[src/rtl/interrupt_config_table_pkg.sv]
// rtl/interrupt_config_table_pkg.sv - shared constants, FSM states and entry-config type
package interrupt_config_table_pkg;

  localparam int ICT_ENTRIES = 64;
  localparam int ICT_ENTRY_W = 6;
  localparam int ICT_LEVEL_W = 2;

  typedef enum logic {
    ST_IDLE  = 1'b0,
    ST_OFFER = 1'b1
  } irq_state_e;

  typedef struct packed {
    logic                   valid;
    logic                   mask;
    logic [ICT_LEVEL_W-1:0] level;
  } ict_conf_t;

endpackage

[src/rtl/interrupt_config_table_if.sv]
// rtl/interrupt_config_table_if.sv - config write, interrupt request and offer/ack bundle
interface interrupt_config_table_if;
  import interrupt_config_table_pkg::*;

  logic                   iICT_REQ;
  logic [ICT_ENTRY_W-1:0] iICT_ENTRY;
  logic                   iICT_CONF_MASK;
  logic                   iICT_CONF_VALID;
  logic [ICT_LEVEL_W-1:0] iICT_CONF_LEVEL;
  logic                   iCONF_LOCK;
  logic                   iIRQ_REQ;
  logic [ICT_ENTRY_W-1:0] iIRQ_NUM;
  logic                   iIRQ_ENABLE;
  logic                   oIRQ_VALID;
  logic [ICT_ENTRY_W-1:0] oIRQ_NUM;
  logic [ICT_LEVEL_W-1:0] oIRQ_LEVEL;
  logic                   iIRQ_ACK;
  logic                   oPENDING_ANY;

  modport master (
    output iICT_REQ, iICT_ENTRY, iICT_CONF_MASK, iICT_CONF_VALID, iICT_CONF_LEVEL,
    output iCONF_LOCK, iIRQ_REQ, iIRQ_NUM, iIRQ_ENABLE, iIRQ_ACK,
    input  oIRQ_VALID, oIRQ_NUM, oIRQ_LEVEL, oPENDING_ANY
  );

  modport slave (
    input  iICT_REQ, iICT_ENTRY, iICT_CONF_MASK, iICT_CONF_VALID, iICT_CONF_LEVEL,
    input  iCONF_LOCK, iIRQ_REQ, iIRQ_NUM, iIRQ_ENABLE, iIRQ_ACK,
    output oIRQ_VALID, oIRQ_NUM, oIRQ_LEVEL, oPENDING_ANY
  );

endinterface

[src/rtl/interrupt_config_table_irq_priority_select.sv]
// rtl/interrupt_config_table_irq_priority_select.sv - 64-way highest-level, lowest-index picker
module irq_priority_select
  import interrupt_config_table_pkg::*;
(
  input  logic [ICT_ENTRIES-1:0]                  dispatch_i,
  input  logic [ICT_ENTRIES-1:0][ICT_LEVEL_W-1:0] levels_i,
  output logic                                    found_o,
  output logic [ICT_ENTRY_W-1:0]                  num_o,
  output logic [ICT_LEVEL_W-1:0]                  level_o
);

  // Scan from the top index down; ">=" lets a lower index take over on equal level.
  always_comb begin
    found_o = 1'b0;
    num_o   = '0;
    level_o = '0;
    for (int i = ICT_ENTRIES - 1; i >= 0; i--) begin
      if (dispatch_i[i] && (!found_o || levels_i[i] >= level_o)) begin
        found_o = 1'b1;
        num_o   = ICT_ENTRY_W'(i);
        level_o = levels_i[i];
      end
    end
  end

endmodule

[src/rtl/interrupt_config_table.sv]
// rtl/interrupt_config_table.sv - interrupt config storage, pending latch and offer/ack FSM
module interrupt_config_table
  import interrupt_config_table_pkg::*;
(
  input logic                     iCLOCK,
  input logic                     inRESET,
  interrupt_config_table_if.slave bus
);

  ict_conf_t                             conf_q [ICT_ENTRIES];
  ict_conf_t                             wr_conf;
  logic [ICT_ENTRIES-1:0]                pending_q, pending_d;
  irq_state_e                            state_q, state_d;
  logic [ICT_ENTRY_W-1:0]                num_q, num_d;
  logic [ICT_LEVEL_W-1:0]                level_q, level_d;
  logic [ICT_ENTRIES-1:0]                dispatch;
  logic [ICT_ENTRIES-1:0][ICT_LEVEL_W-1:0] levels;
  logic                                  sel_found;
  logic [ICT_ENTRY_W-1:0]                sel_num;
  logic [ICT_LEVEL_W-1:0]                sel_level;
  logic                                  offering;

  assign offering = (state_q == ST_OFFER);
  assign wr_conf  = '{valid: bus.iICT_CONF_VALID, mask: bus.iICT_CONF_MASK,
                      level: bus.iICT_CONF_LEVEL};

  // Configuration table: one entry overwritten per write strobe.
  always_ff @(posedge iCLOCK) begin
    if (!inRESET) begin
      for (int i = 0; i < ICT_ENTRIES; i++) conf_q[i] <= '0;
    end else if (bus.iICT_REQ) begin
      conf_q[bus.iICT_ENTRY] <= wr_conf;
    end
  end

  // Pending update: invalidate-clear and ack-clear first, request-set last so set wins.
  always_comb begin
    pending_d = pending_q;
    if (bus.iICT_REQ && !bus.iICT_CONF_VALID && !(offering && bus.iICT_ENTRY == num_q))
      pending_d[bus.iICT_ENTRY] = 1'b0;
    if (offering && bus.iIRQ_ACK)
      pending_d[num_q] = 1'b0;
    if (bus.iIRQ_REQ && conf_q[bus.iIRQ_NUM].valid)
      pending_d[bus.iIRQ_NUM] = 1'b1;
  end

  // Pending register.
  always_ff @(posedge iCLOCK) begin
    if (!inRESET) pending_q <= '0;
    else          pending_q <= pending_d;
  end

  // Dispatchable vector and level view fed to the picker, from registered state only.
  always_comb begin
    for (int i = 0; i < ICT_ENTRIES; i++) begin
      dispatch[i] = pending_q[i] & conf_q[i].valid & ~conf_q[i].mask;
      levels[i]   = conf_q[i].level;
    end
  end

  irq_priority_select u_select (
    .dispatch_i (dispatch),
    .levels_i   (levels),
    .found_o    (sel_found),
    .num_o      (sel_num),
    .level_o    (sel_level)
  );

  // FSM state register with the captured offer.
  always_ff @(posedge iCLOCK) begin
    if (!inRESET) begin
      state_q <= ST_IDLE;
      num_q   <= '0;
      level_q <= '0;
    end else begin
      state_q <= state_d;
      num_q   <= num_d;
      level_q <= level_d;
    end
  end

  // FSM next state: capture a winner in IDLE, hold it until acknowledged.
  always_comb begin
    state_d = state_q;
    num_d   = num_q;
    level_d = level_q;
    case (state_q)
      ST_IDLE: begin
        if (bus.iIRQ_ENABLE && !bus.iCONF_LOCK && sel_found) begin
          state_d = ST_OFFER;
          num_d   = sel_num;
          level_d = sel_level;
        end
      end
      ST_OFFER: begin
        if (bus.iIRQ_ACK) state_d = ST_IDLE;
      end
      default: state_d = ST_IDLE;
    endcase
  end

  // FSM outputs: offer driven straight from registers, pending summary from pending bits.
  always_comb begin
    bus.oIRQ_VALID   = offering;
    bus.oIRQ_NUM     = num_q;
    bus.oIRQ_LEVEL   = level_q;
    bus.oPENDING_ANY = |pending_q;
  end

endmodule

[src/flat_wrapper.sv]
// flat-port wrapper written by rule: the top's interface ports become plain ports
module interrupt_config_table_flat import interrupt_config_table_pkg::*;
  (iCLOCK, inRESET, bus_iICT_REQ, bus_iICT_ENTRY, bus_iICT_CONF_MASK, bus_iICT_CONF_VALID, bus_iICT_CONF_LEVEL, bus_iCONF_LOCK, bus_iIRQ_REQ, bus_iIRQ_NUM, bus_iIRQ_ENABLE, bus_iIRQ_ACK, bus_oIRQ_VALID, bus_oIRQ_NUM, bus_oIRQ_LEVEL, bus_oPENDING_ANY);
  interrupt_config_table_if bus_i ();
  input logic iCLOCK;
  input logic inRESET;
  input wire logic [$bits(bus_i.iICT_REQ)-1:0] bus_iICT_REQ;
  input wire logic [$bits(bus_i.iICT_ENTRY)-1:0] bus_iICT_ENTRY;
  input wire logic [$bits(bus_i.iICT_CONF_MASK)-1:0] bus_iICT_CONF_MASK;
  input wire logic [$bits(bus_i.iICT_CONF_VALID)-1:0] bus_iICT_CONF_VALID;
  input wire logic [$bits(bus_i.iICT_CONF_LEVEL)-1:0] bus_iICT_CONF_LEVEL;
  input wire logic [$bits(bus_i.iCONF_LOCK)-1:0] bus_iCONF_LOCK;
  input wire logic [$bits(bus_i.iIRQ_REQ)-1:0] bus_iIRQ_REQ;
  input wire logic [$bits(bus_i.iIRQ_NUM)-1:0] bus_iIRQ_NUM;
  input wire logic [$bits(bus_i.iIRQ_ENABLE)-1:0] bus_iIRQ_ENABLE;
  input wire logic [$bits(bus_i.iIRQ_ACK)-1:0] bus_iIRQ_ACK;
  output wire logic [$bits(bus_i.oIRQ_VALID)-1:0] bus_oIRQ_VALID;
  output wire logic [$bits(bus_i.oIRQ_NUM)-1:0] bus_oIRQ_NUM;
  output wire logic [$bits(bus_i.oIRQ_LEVEL)-1:0] bus_oIRQ_LEVEL;
  output wire logic [$bits(bus_i.oPENDING_ANY)-1:0] bus_oPENDING_ANY;
  assign bus_i.iICT_REQ = bus_iICT_REQ;
  assign bus_i.iICT_ENTRY = bus_iICT_ENTRY;
  assign bus_i.iICT_CONF_MASK = bus_iICT_CONF_MASK;
  assign bus_i.iICT_CONF_VALID = bus_iICT_CONF_VALID;
  assign bus_i.iICT_CONF_LEVEL = bus_iICT_CONF_LEVEL;
  assign bus_i.iCONF_LOCK = bus_iCONF_LOCK;
  assign bus_i.iIRQ_REQ = bus_iIRQ_REQ;
  assign bus_i.iIRQ_NUM = bus_iIRQ_NUM;
  assign bus_i.iIRQ_ENABLE = bus_iIRQ_ENABLE;
  assign bus_i.iIRQ_ACK = bus_iIRQ_ACK;
  assign bus_oIRQ_VALID = bus_i.oIRQ_VALID;
  assign bus_oIRQ_NUM = bus_i.oIRQ_NUM;
  assign bus_oIRQ_LEVEL = bus_i.oIRQ_LEVEL;
  assign bus_oPENDING_ANY = bus_i.oPENDING_ANY;
  interrupt_config_table u_core (.iCLOCK(iCLOCK), .inRESET(inRESET), .bus(bus_i));
endmodule
[config.mk]
export PLATFORM = sky130hd
export DESIGN_NAME = interrupt_config_table_flat
export DESIGN_NICKNAME = d
export VERILOG_FILES = /design/src/rtl/interrupt_config_table_pkg.sv /design/src/rtl/interrupt_config_table_if.sv /design/src/rtl/interrupt_config_table_irq_priority_select.sv /design/src/rtl/interrupt_config_table.sv /design/src/flat_wrapper.sv
export SDC_FILE = /design/constraint.sdc
export NUM_CORES = 1
export LEC_CHECK = 0
export ABC_CLOCK_PERIOD_IN_PS = 104600
export CAP_MARGIN = 20
export CORE_MARGIN = 10
export CORE_UTILIZATION = 40
export CTS_CLUSTER_DIAMETER = 150
export DETAILED_ROUTE_END_ITERATION = 16
export GPL_ROUTABILITY_DRIVEN = 0
export HOLD_SLACK_MARGIN = 0.1
export PLACE_DENSITY = 0.51
export SYNTH_ARGS = -nofsm -noshare
export SYNTH_HDL_FRONTEND = slang
export SYNTH_SLANG_ARGS = --single-unit
[constraint.sdc]
create_clock -name iCLOCK -period 104.6 [get_ports iCLOCK]
set_input_delay 15.69 -clock iCLOCK [delete_from_list [all_inputs] [get_ports iCLOCK]]
set_output_delay 15.69 -clock iCLOCK [all_outputs]
set_load 0.01 [all_outputs]
== Word level (Yosys, flattened, before mapping) ==
Memories as Yosys holds them, arrays and structs flattened.
Index checks and enable logic that the tools add are counted.
Word-level totals
  register bits: 73
  bits in latches: 0
  RAM bits: 256
  bits in read-only memories: 0
  input bits: 23
  memories kept: 1
Memories
  u_core.conf_q: depth 64, bits a word 4, rd ports 65, clocked after memory_dff 0, write ports 64, RTL line interrupt_config_table.sv:10  | ict_conf_t conf_q [ICT_ENTRIES];
Operators by class
  $add $sub $neg: 0
  multipliers: 0
  div/mod/pow operators: 0
  $lt $le $gt $ge: 69
  equality and inequality tests: 1
  shift operators: 0
  mux-type cells: 211
  bitwise operators: 198
  reduce and logical (&&, ||, !) cells: 205
Operator list (count)
  $mux 6: 65
  $mux 64: 3
  $and 1x1->1: 128
  $and 64x64->64: 2
  $mux 2: 64
  $not 64->64: 2
  $ge 2x2->1: 63
  $mux 1: 74
  $logic_and 1x1->1: 73
  $logic_not 1->1: 66
  $not 1->1: 65
  $or 64x64->64: 1
  $reduce_or 64->1: 1
  $logic_or 1x1->1: 63
  $lt 6x7->1 const B: 3
  $demux 1 s6: 3
  $ge 6x1->1 const B: 3
  $eq 6x6->1: 1
  $mux 4: 1
  $reduce_or 4->1: 1
  $pmux 1 s2: 1
  $reduce_and 2->1: 1

== Longest topological paths before layout ==
  word-level depth: 258
  mapped depth: 434
  mapped depth without buffers: 431

== By module ==
A second synthesis with hierarchy kept.
Second synthesis, totals
  cells, all modules: 2518
  area total of the unflattened synthesis: 22375.2 sq um
Modules (own cells, without submodules)
  interrupt_config_table: times used 1, cells an instance 1455, area an instance 15449.8 sq um, seq. area each 9148.8 sq um
  irq_priority_select: times used 1, cells an instance 1063, area an instance 6925.4 sq um, seq. area each 0.0 sq um

== Worst setup path before layout ==
No wires, ideal clock.
  path type: register to register
  start point: mem u_core.conf_q[63][3] in the netlist's numbering
  end point: reg u_core.num_q[4], in the netlist u_core.bus.oIRQ_NUM[4]
  setup time: 76 ps
  data arrival time: 76743 ps
  setup slack: 27782 ps
  cell stages (with the launch flop): 406
  buffers on the path: 3
  path through: edfxtp_1 -> and3b_1 -> and2_1 -> ha_1 -> nand2b_1 -> a21oi_1 -> a21oi_1 -> a22o_1 -> ha_1 -> nand2b_1 -> a221oi_4 -> nor2_2 -> a221oi_1 -> nor2_1 -> ha_1 -> nand2b_1 -> a21oi_1 -> a21oi_1 -> [... 370 more ...] -> a21oi_1 -> a21o_1 -> mux2_2 -> inv_1 -> ha_1 -> a21oi_1 -> a21oi_2 -> o31ai_1 -> o21bai_1 -> ha_1 -> nand2b_1 -> a21oi_1 -> a21boi_1 -> or2_2 -> or4_1 -> nor2_1 -> o21ai_0 -> a21boi_0
RTL lines
  start: declaration: RTL line interrupt_config_table.sv:10
  end signal: assignment: RTL line interrupt_config_table.sv:77  | num_q <= num_d;
  end: declaration: RTL line interrupt_config_table.sv:14  | logic [ICT_ENTRY_W-1:0] num_q, num_d;

==> metrics.txt <==
DRT antenna net count 0; RSZ-0062 raised after global routing no; worst r2r src u_core.conf_q[63][3]; Crit path buffers/inverters 8; number of setup buffers added after CTS 0; Final period util 85.3%; Max Transition Viols Final 0; largest cells by area after synthesis edfxtp_1, and3_1, dfxtp_1; Net Sw Power 0.0000775 W; half-perimeter wire length after placement 51500 microns; largest net degree at the start of global routing 75; sequential share of power 48.2%; iteration count of the initial detailed-routing pass 6; Die X 251 microns; effective utilization at floorplan 40.6%; Post-Syn Area per Cell 9.06 sq um; wire per inst 24.3 microns; Nets 2421; Num CTS Buffers 41; htree depth 2; syn nets 2459; dpl cells 2970; final setup vio count 0; first-pass GRT wire length 110000 microns; cells on worst reg2reg path 404; chip height 251 microns; clock-pin slew on the worst setup and hold paths 60 ps; CTS sink cnt 329; Required @ worst endpoint 105110 ps; CP Max Fanout 11; Top delay family on crit path compound AO/OA/AOI/OAI gates; Worst EP arrival 89700 ps; Post-synth EDFFs 256; slack of the worst reg-to-reg path 15410 ps; Initial DRC Count 1890; leading area contributor after synthesis edfxtp_1; register area share after synthesis 42.7%; slew margin rel. 34.2%; switching share of power 24.9%; final WL 74000 microns; vias per cell 6.08; routed vias 18540; Synth top area share 35.9%; Most used DFF post-synth edfxtp_1; Post-Layout Cell Count 3049; number of hold buffers added after cts 0; clock root buffer clkbuf_16; CP max-delay cell o311ai_0; post-CTS resize count 0; clk_lat worst skew 580 ps; Comb power frac 7.2%; Critical Path Most Common Cell ha_1; Pleak 10.0 nW; sum of negative setup slack 0 ps; Hold Path Stages 2; Hold Crit Start u_core.bus.oIRQ_NUM[2]; Layout area overhead 10.4%; initial antenna violation count 2; reg2reg end u_core.bus.oIRQ_NUM[5]; Die Area 0.0632 sq mm; share of cells above drive strength 1 7.97%; internal power 0.000233 W; Synthesis Warnings 0; row count 84; Pwr Density 13.1 mW/mm^2; core outline area 0.0528 sq mm; Final min period 89190 ps; Synth cell types 109; worst min-delay path category flop to flop; mapped cell area 0.0214 sq mm; TritonCTS clock tree yes; critical path launch point type flop; fraction of registers with async set/reset 0%; DRC errors left 0; Slew @ Worst Pin 974 ps; f_max 11.2 MHz; port bufs 32; clock network power share 44.7%; CP endpoint kind flop; max_cap viols 0; worst hold endpoint u_core.bus.oIRQ_NUM[2]; Peak VDD IR 0.0120 mV; Post-Synthesis Cells 2365; vias in the first global route 17436; Fin Clk Skew 30.1 ps; kind of critical path flop to flop; Worst path max stage delay 840 ps; Clock Path Buffers 3; status complete, no violations; Tot GR Track Use 22.7%; FF+latch count, synth 329; Overflow after GRT 0; Hold Violations, Final 0; IO Pins 33
[cell usage in the layout, fill, tap and decap left out, drive strengths merged, types with 14 or more instances in the layout]
master / n
nand2: 320
and3: 268
edfxtp: 256
nor2: 153
o21ai: 139
inv: 103
and2: 89
dfxtp: 73
ha: 71
o221ai: 68
nand2b: 63
a21oi: 61
clkbuf: 57
nand3: 44
buf: 41
nor3: 38
a22oi: 33
clkdlybuf4s50: 27
nand3b: 26
and3b: 23
o21a: 23
maj3: 22
nor4: 21
or2: 20
nor2b: 19
or3: 19
a21boi: 19
nand4: 17
a211oi: 17
a31oi: 15
o211ai: 15
clkinv: 14
[cell type report]
| class | instances | area (sq um) |
|---|---|---|
| Antenna cell | 3 | 7.51 |
| Multi-Input combinational cell | 1785 | 11400 |
| Inverter | 102 | 383 |
| Tap cell | 688 | 861 |
| Clock inverter | 17 | 129 |
| Fill cell | 5146 | 29100 |
| Sequential cell | 329 | 9150 |
| Timing Repair Buffer | 68 | 588 |
| Clock buffer | 57 | 1170 |
[worst reg2reg max path, delay by kind of cell (launching register included)]
family	cells	cell delay [ps]
adder cells (fa/ha/maj)	83	23800
flip-flops	1	460
AO/OA/AOI/OAI	162	37790
buffers and inverters	8	610
AND/OR/NAND/NOR	138	21990
multiplexers	13	4460
[flip-flops by register name, summed over array words and instances (netlist names)]
register	count
u_core.conf_q	256
u_core.pending_q	64
u_core.bus.oIRQ_NUM	6
u_core.bus.oIRQ_LEVEL	2
u_core.bus.oIRQ_VALID	1
[worst max path at each step]
stage          cells past startpoint  slack [ps]                endpoint                 start
2_1_floorplan                    405       27780  u_core.bus.oIRQ_NUM[4]  u_core.conf_q[63][3]
3_3_place_gp                     405       17990  u_core.bus.oIRQ_NUM[5]  u_core.conf_q[63][3]
3_5_place_dp                     403       16300  u_core.bus.oIRQ_NUM[5]  u_core.conf_q[63][3]
4_1_cts                          403       15900  u_core.bus.oIRQ_NUM[5]  u_core.conf_q[63][3]
5_1_grt                          409        8160  u_core.bus.oIRQ_NUM[4]  u_core.conf_q[63][3]
6_report                         404       15410  u_core.bus.oIRQ_NUM[5]  u_core.conf_q[63][3]
[per-layer routing]
metal / vias to the layer above / global-route usage, % / share of wire, %
li1: 8713 / - / -
met1: 9025 / 29.8 / 44
met2: 679 / 37.4 / 47
met3: 123 / 4.31 / 6.7
met4: 0 / 6.54 / 2.6
met5: - / 0 / 0
[power groups by stage]
stage	clock network [W]	logic, W	registers (W)
after floorplan	0	0.0000136	0.000151
after global placement	0	0.0000215	0.000152
after detailed placement	0	0.0000219	0.000152
after CTS	0.000141	0.0000220	0.000150
after global routing	0.000146	0.0000244	0.000150
final	0.000139	0.0000223	0.000150
[through the flow]
stage	worst slack, ps	utilization (%)	power [W]	hold WS (ps)	instance area (sq um)
global route	8160	44.8	0.000321	589	23700
CTS	15900	44.8	0.000313	555	23600
finish	15410	44.8	0.000311	551	23700
floorplan	27780	-	0.000164	528	21400
global placement	17990	42.3	0.000174	527	22300
detailed placement	16300	42.3	0.000174	539	22300
[synth_stat cells (all sizes together) (20+ instances only)]
| cell | n |
|---|---|
| nand2 | 320 |
| and3 | 268 |
| edfxtp | 256 |
| nor2 | 153 |
| o21ai | 139 |
| clkbuf | 132 |
| inv | 102 |
| and2 | 89 |
| dfxtp | 73 |
| ha | 71 |
| o221ai | 68 |
| nand2b | 63 |
| a21oi | 61 |
| nand3 | 44 |
| nor3 | 38 |
| a22oi | 33 |
| nand3b | 26 |
| and3b | 23 |
| o21a | 23 |
| maj3 | 22 |
| nor4 | 21 |
| or2 | 20 |
[kinds of logic (layout without fill, tap and decap cells)]
kind of cell	count (synthesis)	in the layout	share of synthesized area [%]
XOR/XNOR	6	6	0.245
adder cells (fa/ha/maj)	93	93	5.17
AND/OR/NAND/NOR	1149	1149	28.8
AO/OA/AOI/OAI	516	516	17.6
buffers and inverters	251	244	4.47
other	0	3	0
flip-flops	329	329	42.7
multiplexers	21	21	1.07
No activity file was read; power rests on OpenSTA's default activity.
